### src/rtl/i2c_master_byte_ctrl.sv
// Single-byte I2C master: START, address+R/W, address ACK, one data byte, STOP.
// Bus timing is paced by a quarter-bit strobe (qtick) from an external SCL divider.
module i2c_master_byte_ctrl #(
  parameter int ADDR_W = 7,
  parameter int DATA_W = 8
) (
  input  logic              clk,
  input  logic              rst,
  input  logic              qtick,
  input  logic              start,
  input  logic              rw,
  input  logic [ADDR_W-1:0] addr,
  input  logic [DATA_W-1:0] wdata,
  input  logic              sda_i,
  output logic              scl_o,
  output logic              sda_oe,
  output logic              busy,
  output logic              done,
  output logic              ack_err,
  output logic [DATA_W-1:0] rdata,
  output logic [3:0]        dbg_state
);

  localparam int SH_W  = ADDR_W + 1;
  localparam int MAX_W = (SH_W > DATA_W) ? SH_W : DATA_W;
  localparam int CNT_W = (MAX_W > 1) ? $clog2(MAX_W) : 1;

  typedef enum logic [3:0] {
    S_IDLE, S_START, S_ADDR, S_ACK_A, S_WDATA, S_ACK_W, S_RDATA, S_MNACK, S_STOP
  } state_t;

  state_t            state;
  logic [1:0]        phase;
  logic [CNT_W-1:0]  cnt;
  logic [SH_W-1:0]   sh;
  logic [DATA_W-1:0] wbyte;
  logic              rw_q;
  logic              nack;

  assign dbg_state = state;

  // Every non-idle state consumes one q0..q3 cycle per bit; phase 3 is where
  // SCL falls and the state/bit counter advances.
  always_ff @(posedge clk or posedge rst) begin
    if (rst) begin
      state   <= S_IDLE;
      phase   <= 2'd0;
      cnt     <= '0;
      sh      <= '0;
      wbyte   <= '0;
      rw_q    <= 1'b0;
      nack    <= 1'b0;
      scl_o   <= 1'b1;
      sda_oe  <= 1'b0;
      busy    <= 1'b0;
      done    <= 1'b0;
      ack_err <= 1'b0;
      rdata   <= '0;
    end else begin
      done <= 1'b0;
      if (state == S_IDLE) begin
        if (start) begin
          sh      <= {addr, rw};
          wbyte   <= wdata;
          rw_q    <= rw;
          busy    <= 1'b1;
          ack_err <= 1'b0;
          phase   <= 2'd0;
          state   <= S_START;
        end
      end else if (qtick) begin
        phase <= phase + 2'd1;
        case (state)
          S_START: begin
            case (phase)
              2'd2: sda_oe <= 1'b1;
              2'd3: begin
                scl_o <= 1'b0;
                cnt   <= CNT_W'(SH_W - 1);
                state <= S_ADDR;
              end
              default: sda_oe <= 1'b0;
            endcase
          end
          S_ADDR, S_WDATA, S_RDATA: begin
            case (phase)
              2'd0: begin
                if (state == S_ADDR)       sda_oe <= ~sh[cnt];
                else if (state == S_WDATA) sda_oe <= ~wbyte[cnt];
                else                       sda_oe <= 1'b0;
              end
              2'd1: scl_o <= 1'b1;
              2'd2: if (state == S_RDATA) rdata <= {rdata[DATA_W-2:0], sda_i};
              default: begin
                scl_o <= 1'b0;
                if (cnt == '0) begin
                  if (state == S_ADDR)       state <= S_ACK_A;
                  else if (state == S_WDATA) state <= S_ACK_W;
                  else                       state <= S_MNACK;
                end else begin
                  cnt <= cnt - 1'b1;
                end
              end
            endcase
          end
          S_ACK_A, S_ACK_W: begin
            case (phase)
              2'd0: sda_oe <= 1'b0;
              2'd1: scl_o <= 1'b1;
              2'd2: begin
                nack <= sda_i;
                if (sda_i) ack_err <= 1'b1;
              end
              default: begin
                scl_o <= 1'b0;
                // An address NACK skips the data byte entirely.
                if (state == S_ACK_W || nack) begin
                  state <= S_STOP;
                end else begin
                  cnt   <= CNT_W'(DATA_W - 1);
                  state <= rw_q ? S_RDATA : S_WDATA;
                end
              end
            endcase
          end
          S_MNACK: begin
            case (phase)
              2'd0: sda_oe <= 1'b0;
              2'd1: scl_o <= 1'b1;
              2'd3: begin
                scl_o <= 1'b0;
                state <= S_STOP;
              end
              default: ;
            endcase
          end
          S_STOP: begin
            case (phase)
              2'd0: sda_oe <= 1'b1;
              2'd1: scl_o <= 1'b1;
              2'd2: sda_oe <= 1'b0;
              default: begin
                state <= S_IDLE;
                done  <= 1'b1;
                busy  <= 1'b0;
              end
            endcase
          end
          default: state <= S_IDLE;
        endcase
      end
    end
  end

endmodule

### config.mk
export PLATFORM = sky130hd
export DESIGN_NAME = i2c_master_byte_ctrl
export DESIGN_NICKNAME = d
export VERILOG_FILES = /design/src/rtl/i2c_master_byte_ctrl.sv
export SDC_FILE = /design/constraint.sdc
export NUM_CORES = 1
export LEC_CHECK = 0
export CORE_MARGIN = 10
export CORE_UTILIZATION = 67
export CTS_CLUSTER_SIZE = 12
export DETAILED_ROUTE_END_ITERATION = 16
export DONT_BUFFER_PORTS = 1
export GPL_TIMING_DRIVEN = 0
export HOLD_SLACK_MARGIN = 0.12
export PLACE_DENSITY = 0.83
export REMOVE_ABC_BUFFERS = 1
export SYNTH_ARGS = -nofsm -noshare
export SYNTH_HDL_FRONTEND = slang
export SYNTH_SLANG_ARGS = --single-unit
### constraint.sdc
create_clock -name clk -period 4.5 [get_ports clk]
set_clock_uncertainty 0.2 [all_clocks]
set_input_delay 0.9 -clock clk [delete_from_list [all_inputs] [get_ports clk]]
set_output_delay 0.9 -clock clk [all_outputs]
set_load 0.05 [all_outputs]
==> reports/qor.csv, run 1 <==
metric,value,unit
outcome,finished clean,
routedWlPerCell,19.4,um
drt_first_pass_iters,4,
hpwlAfterDp,3020,um
htree_levels,2,
ir_drop,359,uV
rrSetupSlack,1.80,ns
cts-resized-gates,0,
reg2reg_to,dbg_state[3],
antenna_found_initial,0,
r2r-start,dbg_state[2],
holdPathEnd,wbyte[6],
use_met1,16.5,%
period_minus_slack,2.70,ns
pwr-share-clk,13.2,%
synth.avg_cell_area,12.0,um2
avgViaCountPerCell,6.50,
p_per_area,683,nW/um2
grt_pass1_vias,1435,
num_vias,1358,
ant_nets,0,
p_comb_share,33.4,%
antennaDiodeCount,0,
drive_gt1_share,27.8,%
synthCells,174,
cp-start-kind,flop,
cts_setup_buffers,0,
min-delay-start,wbyte[6],
switchingPower,659,uW
drc,0,
clk_latency,0.36,ns
use_met3,5.08,%
totalWireLength,4060,um
hold_path.class,reg2reg,
area_growth,4.03,%
met2_usage,26.6,%
worst_pin_slew,0.997,ns
cts_inserted_buffers,5,
worstPathMaxFanout,16,
setup_violations,0,
p_sw_share,44.6,%
worstSetupPathType,reg2reg,
tritoncts,done,
hold_viol,0,
gp_congestion,0.867,
die_h,75.7,um
fp.coreArea,3000,um2
ys_types,45,
fmax,0.370,GHz
synth-seq-cells,39,
globalRouteTotalUtil,15.6,%
gr-total-overflow,0,
max-clock-path-buffers,2,
rsz0062_at_grt,false,
cts_sinks,39,
maxCapViolations,0,
cts_hold_buf,0,
finalSetupTns,0,ns
nNetsFinal,202,
slew_headroom,33.5,%
die-width,75.7,um
p_leak,0.996,nW
worstRegToRegCells,4,
worstPathArrival,2.76,ns
whs_path_depth,1,
grt_pass1_wl,6670,um
num_rows,20,
ys_seq_area_share,47.0,%
timing.final.crit_share,60.0,%
grt_busiest_layer,met2,
utilization,72.1,%
syn-cell-area,2080,um2
ioPinCount,38,
cp.required,4.56,ns
grt_max_degree,21,
portBuffers,0,
cts_root_buffer,clkbuf_4,
clk_pin_slew,0.11,ns
drv_slew,0,
floorplan.initialDensity,69.3,%
p_seq_share,53.4,%
end_kind,flop,
intPower,820,uW
yosysWarnings,0,
dr.first_iter.drc_count,170,
dieArea,5730,um2
-- power groups by stage --
stage,registers (mW),clock network [mW],logic [mW]
floorplan,0.748,0,0.418
global placement,0.788,0,0.465
detailed placement,0.799,0,0.495
CTS,0.791,0.198,0.497
global route,0.811,0.213,0.553
finish,0.790,0.195,0.494
-- final cells by class --
cell class	count	area, um2
clock buffer	7	55.1
sequential	39	977
inverter	7	26.3
clock inverter	1	8.76
fill	214	838
tap	33	41.3
timing repair buffer	1	27.5
multi-input combinational	121	1030
-- how the worst max path moves through the flow --
stage	from	end	cells past startpoint
floorplan	dbg_state[3]	dbg_state[3]	4
global placement	dbg_state[2]	dbg_state[3]	4
detailed placement	dbg_state[2]	dbg_state[3]	4
CTS	dbg_state[2]	dbg_state[3]	4
global route	dbg_state[2]	dbg_state[3]	4
finish	dbg_state[2]	dbg_state[3]	4
-- per-layer routing --
layer	vias to the layer above	wire, um
met5	-	0
met4	0	95
met3	11	332
met2	48	2110
met1	665	1510
li1	634	-
-- flip-flops by register name (all words and copies together) (netlist names) --
register / count
sda_oe: 1
done: 1
scl_o: 1
cnt: 3
phase: 2
rdata: 8
wbyte: 8
dbg_state: 4
nack: 1
ack_err: 1
busy: 1
sh: 8
-- cell usage in the layout (no fill, tap or decap), types with 3 or more instances in the layout --
cell,Yosys,layout
dfrtp_1,38,38
nor3_1,5,5
inv_1,7,7
mux2_2,28,28
nand2_1,9,9
clkbuf_4,0,5
nand3_1,3,3
ha_1,6,6
mux2i_1,12,12
nand2b_1,4,4
a21oi_1,9,9
nor2_1,10,10
-- metrics by stage --
step                      std cells  cell area [um2]  setup WS, ns  power, mW  hold WS, ns
final                           209             2160          1.80       1.48        0.317
after CTS                       209             2160          1.83       1.49        0.321
after global routing            209             2160          1.67       1.58        0.330
after global placement          200             2070          1.97       1.25        0.287
after floorplan                 167             2030          2.19       1.17        0.279
after detailed placement        201             2100          1.80       1.29        0.295
-- cell families (layout without fill, tap and decap cells) --
logic type                 Yosys count  after routing  share of synthesized area [%]
AOI/OAI and AO/OA                   26             26                           9.08
xor gates and xnor gates             1              1                          0.421
adders and majority gates            6              6                           3.61
buffers and inverters               14             16                           3.61
DFF                                 39             39                           47.0
muxes                               44             44                           24.4
and+or+nand+nor                     44             44                           12.0
-- critical path: stages, from the launching register on --
cell	delay, ns
dfrtp_1	1.02
nor2_1	0.16
nor3_1	0.68
a211oi_4	0.19
mux2_1	0.35
-- synth_stat cells (all sizes together) --
| library cell | count | share of area (%) |
|---|---|---|
| nor3 | 6 | 1.7 |
| inv | 7 | 1.3 |
| o32ai | 1 | 0.42 |
| buf | 6 | 2.2 |
| nand2b | 4 | 1.2 |
| mux4 | 2 | 2.2 |
| or3 | 2 | 0.60 |
| nand3 | 3 | 0.72 |
| ha | 6 | 3.6 |
| a21oi | 10 | 2.6 |
| a41oi | 1 | 0.42 |
| a22o | 1 | 0.42 |
| nand3b | 2 | 0.72 |
| clkbuf | 1 | 0.18 |
| dfstp | 1 | 1.3 |
| or4b | 1 | 0.66 |
| and3 | 1 | 0.30 |
| a32oi | 1 | 0.42 |
| nor2 | 10 | 1.8 |
| or2 | 1 | 0.30 |
| o22ai | 1 | 0.30 |
| nor2b | 1 | 0.30 |
| mux2 | 30 | 16 |
| or3b | 1 | 0.42 |
| a31oi | 1 | 0.30 |
| mux2i | 12 | 5.8 |
| a211oi | 4 | 2.5 |
| xnor2 | 1 | 0.42 |
| nand2 | 9 | 1.6 |
| dfrtp | 38 | 46 |
| o211ai | 1 | 0.36 |
| o21a | 1 | 0.36 |
| o21ai | 4 | 0.96 |
| nand4 | 1 | 0.30 |
| nor4 | 2 | 1.3 |
Note: power is estimated with default switching activity, not from simulation.
==> run 2, diff against run 1 <==
--- a/config.mk
+++ b/config.mk
@@ -5,14 +5,15 @@
 export SDC_FILE = /design/constraint.sdc
 export NUM_CORES = 1
 export LEC_CHECK = 0
+export ABC_AREA = 1
 export CORE_MARGIN = 10
-export CORE_UTILIZATION = 67
+export CORE_UTILIZATION = 63
 export CTS_CLUSTER_SIZE = 12
 export DETAILED_ROUTE_END_ITERATION = 16
 export DONT_BUFFER_PORTS = 1
 export GPL_TIMING_DRIVEN = 0
 export HOLD_SLACK_MARGIN = 0.12
-export PLACE_DENSITY = 0.83
+export PLACE_DENSITY = 0.79
 export REMOVE_ABC_BUFFERS = 1
 export SYNTH_ARGS = -nofsm -noshare
 export SYNTH_HDL_FRONTEND = slang
==> constraint.sdc (replaced) <==
create_clock -name clk -period 2.55 [get_ports clk]
set_clock_uncertainty 0.2 [all_clocks]
set_input_delay 0.51 -clock clk [delete_from_list [all_inputs] [get_ports clk]]
set_output_delay 0.51 -clock clk [all_outputs]
set_load 0.05 [all_outputs]
==> reports/qor.csv, run 2 <==
metric,value,unit
tritoncts,done,
holdPathEnd,rdata[0],
dr.first_iter.drc_count,105,
synthCells,273,
num_vias,1819,
synthMuxAreaShare,5.86,%
synth_common_cells,"nand2_1 (69), dfrtp_1 (38), inv_1 (31), nand3_1 (30), nor2_1 (20)",
worstSetupPathType,reg2reg,
gr-total-overflow,0,
hpwlAfterDp,3390,um
cts_inserted_buffers,5,
worstPathArrival,2.29,ns
ys_seq_area_share,43.6,%
dieArea,6340,um2
ant_nets,0,
fmax,0.447,GHz
drt_first_pass_iters,4,
period_minus_slack,2.24,ns
cts_sinks,39,
most-common-layout-cells,"nand2_1 (69), dfrtp_1 (38), inv_1 (30), nand3_1 (30), nor2_1 (20)",
synth_compound_area_share,6.87,%
htree_levels,2,
antennaDiodeCount,0,
yosys.area_share.simple,31.4,%
synth.avg_cell_area,8.21,um2
final_common_cell,nand2_1,
synth-seq-cells,39,
drv_slew,0,
ir_drop,707,uV
globalRouteTotalUtil,15.6,%
grt_pass1_vias,1714,
syn-cell-area,2240,um2
p_leak,1.29,nW
cp.required,2.61,ns
pre_cts_slack,0.351,ns
synth_most_common_cell,nand2_1,
avgViaCountPerCell,5.37,
worst_pin_slew,0.796,ns
cp-start-kind,flop,
clk_latency,0.35,ns
setup_violations,0,
stdcell_count,339,
area_growth,12.2,%
synthFlopType,dfrtp_1,
synth-edff-count,0,
drive_gt1_share,16.0,%
antenna_found_initial,0,
reg2reg_to,cnt[0],
async_flop_share,100,%
die-width,79.6,um
rrSetupSlack,0.31,ns
num_rows,21,
timing.final.crit_share,87.7,%
outcome,finished clean,
synth_top_family_by_area,simple AND/OR/NAND/NOR gates,
cts_setup_buffers,0,
synthTopCellsByArea,"dfrtp_1 (42%), nand2_1 (12%), nand3_1 (6.7%)",
critPathLaunch,cnt[0],
cts-resized-gates,0,
min-delay-start,sda_i,
placed_cells,313,
synth_top_area_share,42.4,%
yosys.area_share.xor_xnor,0.391,%
ys_types,30,
fp.coreArea,3390,um2
holdWs,0.131,ns
totalWireLength,4620,um
ioPinCount,38,
r2r-start,cnt[0],
rsz0062_at_grt,false,
hold_path.class,in2reg,
gp_congestion,0.899,
slew_headroom,46.9,%
hold_viol,0,
cts_hold_buf,18,
grt_pass1_wl,7960,um
cts_root_buffer,clkbuf_4,
routedWlPerCell,13.6,um
floorplan.initialDensity,66.1,%
finalSetupTns,0,ns
nNetsFinal,319,
reg_top3,"rdata x8, sh x8, wbyte x8",
fill_cells,268,
worstRegToRegCells,10,
p_per_area,1210,nW/um2
end_kind,flop,
drc,0,
max-clock-path-buffers,2,
yosys.area.top_type,dfrtp_1,
grt_max_degree,40,
whs_path_depth,2,
maxCapViolations,0,
yosysWarnings,0,
fin_ws,0.315,ns
worstPathMaxFanout,11,
synthAdderAreaFrac,3.35,%
clk_pin_slew,0.12,ns
die_h,79.6,um
portBuffers,0,
-- run 2: area by class of cell --
cell class                      count  area [um2]  area share, %
Clock inverter                      2        35.0           1.39
Clock buffer                        6        51.3           2.04
Tap cell                           46        57.6           2.29
Inverter                           36         140           5.57
Multi-Input combinational cell    192        1070           42.7
Timing Repair Buffer               18         180           7.16
Sequential cell                    39         977           38.9
-- run 2: kinds of logic (layout without fill, tap and decap cells) --
family,Yosys count,after routing
buffers and inverters,42,62
and+or+nand+nor,145,145
AOI/OAI and AO/OA,29,29
xor gates and xnor gates,1,1
muxes,11,11
DFF,39,39
adders and majority gates,6,6
-- run 2: worst max-delay path by stage --
stage	endpoint	slack [ns]	depth (start not counted)
final	cnt[0]	0.31	10
after global routing	cnt[1]	0.07	10
after detailed placement	cnt[0]	0.35	9
after floorplan	cnt[0]	0.58	9
after CTS	cnt[0]	0.34	10
after global placement	dbg_state[0]	0.41	8
-- run 2: stage by stage --
step | cell area [um2] | util (%) | total power, mW
after floorplan | 2190 | - | 2.32
after global placement | 2250 | 66.3 | 2.56
after detailed placement | 2250 | 66.3 | 2.60
after CTS | 2510 | 74.2 | 3.06
after global routing | 2510 | 74.2 | 3.33
final | 2510 | 74.2 | 3.05
-- run 2: power breakdown --
part	total, mW	internal (mW)	switching (mW)
Sequential	1.21	0.838	0.368
Clock	0.438	0.232	0.206
Combinational	1.41	0.537	0.874
Total	3.05	1.61	1.45
-- run 2: per-layer routing --
metal | up-vias | share of wire (%) | global-route usage, %
met5 | - | 0 | 0
met4 | 0 | 2.6 | 6.99
met3 | 13 | 9.4 | 5.97
met2 | 61 | 47 | 24.3
met1 | 831 | 41 | 18.7
li1 | 914 | - | -
-- run 2: critical path, stage by stage (launching register included) --
cell and delay, ns:
dfrtp_1 0.58, clkinv_1 0.36, ha_1 0.30, inv_1 0.05
nor2_1 0.04, o21ai_0 0.16, nand2_1 0.11, nor2_4 0.13
nand2_2 0.08, nand2_1 0.07, nand2_1 0.06
==> run 3, diff against run 2 <==
==> constraint.sdc (replaced) <==
create_clock -name clk -period 2.55 [get_ports clk]
set_clock_uncertainty 0.2 [all_clocks]
set_input_delay 0.51 -clock clk [delete_from_list [all_inputs] [get_ports clk]]
set_output_delay 0.51 -clock clk [all_outputs]
set_load 0.1 [all_outputs]
==> reports/qor.csv, run 3 (synthesized netlist as in run 2, its figures left out) <==
metric,value,unit
outcome,finished clean,
gp_congestion,0.899,
ioPinCount,38,
dieArea,6340,um2
die_h,79.6,um
period_minus_slack,2.23,ns
nNetsFinal,319,
maxCapViolations,0,
p_per_area,1280,nW/um2
reg2reg_to,cnt[0],
timing.final.crit_share,87.6,%
area_growth,12.5,%
final_common_cell,nand2_1,
p_leak,1.28,nW
clk_latency,0.35,ns
rsz0062_at_grt,false,
num_vias,1813,
worstPathMaxFanout,11,
end_kind,flop,
hpwlAfterDp,3390,um
stdcell_count,339,
min-delay-start,sda_i,
worstSetupPathType,reg2reg,
antenna_found_initial,0,
power.total,3.23,mW
globalRouteTotalUtil,15.6,%
floorplan.initialDensity,66.1,%
finalSetupTns,0,ns
r2r-start,cnt[0],
use_met3,5.97,%
grt_max_degree,40,
clk_pin_slew,0.12,ns
dr.first_iter.drc_count,105,
drive_gt1_share,17.4,%
cts_sinks,39,
cts_root_buffer,clkbuf_4,
met2_usage,24.3,%
ant_nets,0,
drc,0,
hold_viol,0,
tritoncts,done,
fin_ws,0.315,ns
cp-start-kind,flop,
worst_pin_slew,0.928,ns
placed_cells,313,
die-width,79.6,um
grt_pass1_vias,1714,
grt_pass1_wl,7960,um
rrSetupSlack,0.32,ns
use_met1,18.7,%
routedWlPerCell,13.6,um
hold_path.class,in2reg,
holdPathEnd,rdata[0],
pre_cts_slack,0.0104,ns
whs_path_depth,2,
drv_slew,0,
cts_setup_buffers,0,
reg_top3,"rdata x8, sh x8, wbyte x8",
ir_drop,800,uV
max-clock-path-buffers,2,
cp.required,2.61,ns
worstPathArrival,2.29,ns
fp.coreArea,3390,um2
cts_inserted_buffers,5,
totalWireLength,4620,um
grt_busiest_layer,met2,
worstRegToRegCells,10,
antennaDiodeCount,0,
avgViaCountPerCell,5.35,
most-common-layout-cells,"nand2_1 (69), dfrtp_1 (34), inv_1 (30), nand3_1 (30), nor2_1 (20)",
fmax,0.447,GHz
htree_levels,2,
setup_violations,0,
num_rows,21,
drt_first_pass_iters,4,
utilization,74.3,%
portBuffers,0,
slew_headroom,38.1,%
gr-total-overflow,0,
==> run 3: cell counts in the layout (fill, tap and decap cells not counted) <==
Identical to the previous run, type by type.
==> run 3: how the worst max path moves through the flow <==
| stage | from | endpoint | depth (start not counted) |
|---|---|---|---|
| after global routing | cnt[0] | cnt[1] | 10 |
| after CTS | dbg_state[1] | cnt[0] | 9 |
| after floorplan | dbg_state[0] | cnt[0] | 9 |
| after global placement | dbg_state[1] | dbg_state[0] | 8 |
| final | cnt[0] | cnt[0] | 10 |
| after detailed placement | dbg_state[0] | cnt[0] | 9 |
==> run 3: report_power, final <==
part           switching (mW)  internal (mW)
clock network           0.206          0.232
logic                   0.874          0.536
registers               0.541          0.839
total                    1.62           1.61
==> run 3: stage by stage <==
stage	area, um2	hold WS [ns]
after floorplan	2190	0.279
after CTS	2520	0.120
final	2520	0.132
after global routing	2520	0.130
after global placement	2250	0.291
after detailed placement	2250	0.299
==> run 3: layout make-up <==
class / count / area, um2
sequential: 39 / 982
inverter: 36 / 140
fill: 268 / 870
clock buffer: 6 / 51.3
timing repair buffer: 18 / 180
tap: 46 / 57.6
multi-input combinational: 192 / 1070
clock inverter: 2 / 35.0
==> run 3: timing repair <==
action | in CTS | in global routing
endpoints found under the setup margin | 1 | 12
pin swaps | 0 | 0
endpoints found under the hold margin | 56 | 0
hold buffers | 18 | 0
resized for setup | 1 | 3
==> run 3: per-layer routing <==
layer	vias to the layer above	wire (um)
met4	0	119
met3	13	449
met1	826	1880
met5	-	0
met2	60	2170
li1	914	-
==> run 3: worst max-delay path, cell delays in order, from the launching register on <==
cell	delay (ns)
dfrtp_1	0.58
clkinv_1	0.36
ha_1	0.30
inv_1	0.05
nor2_1	0.04
o21ai_0	0.16
nand2_1	0.11
nor2_4	0.13
nand2_2	0.08
nand2_1	0.07
nand2_1	0.06
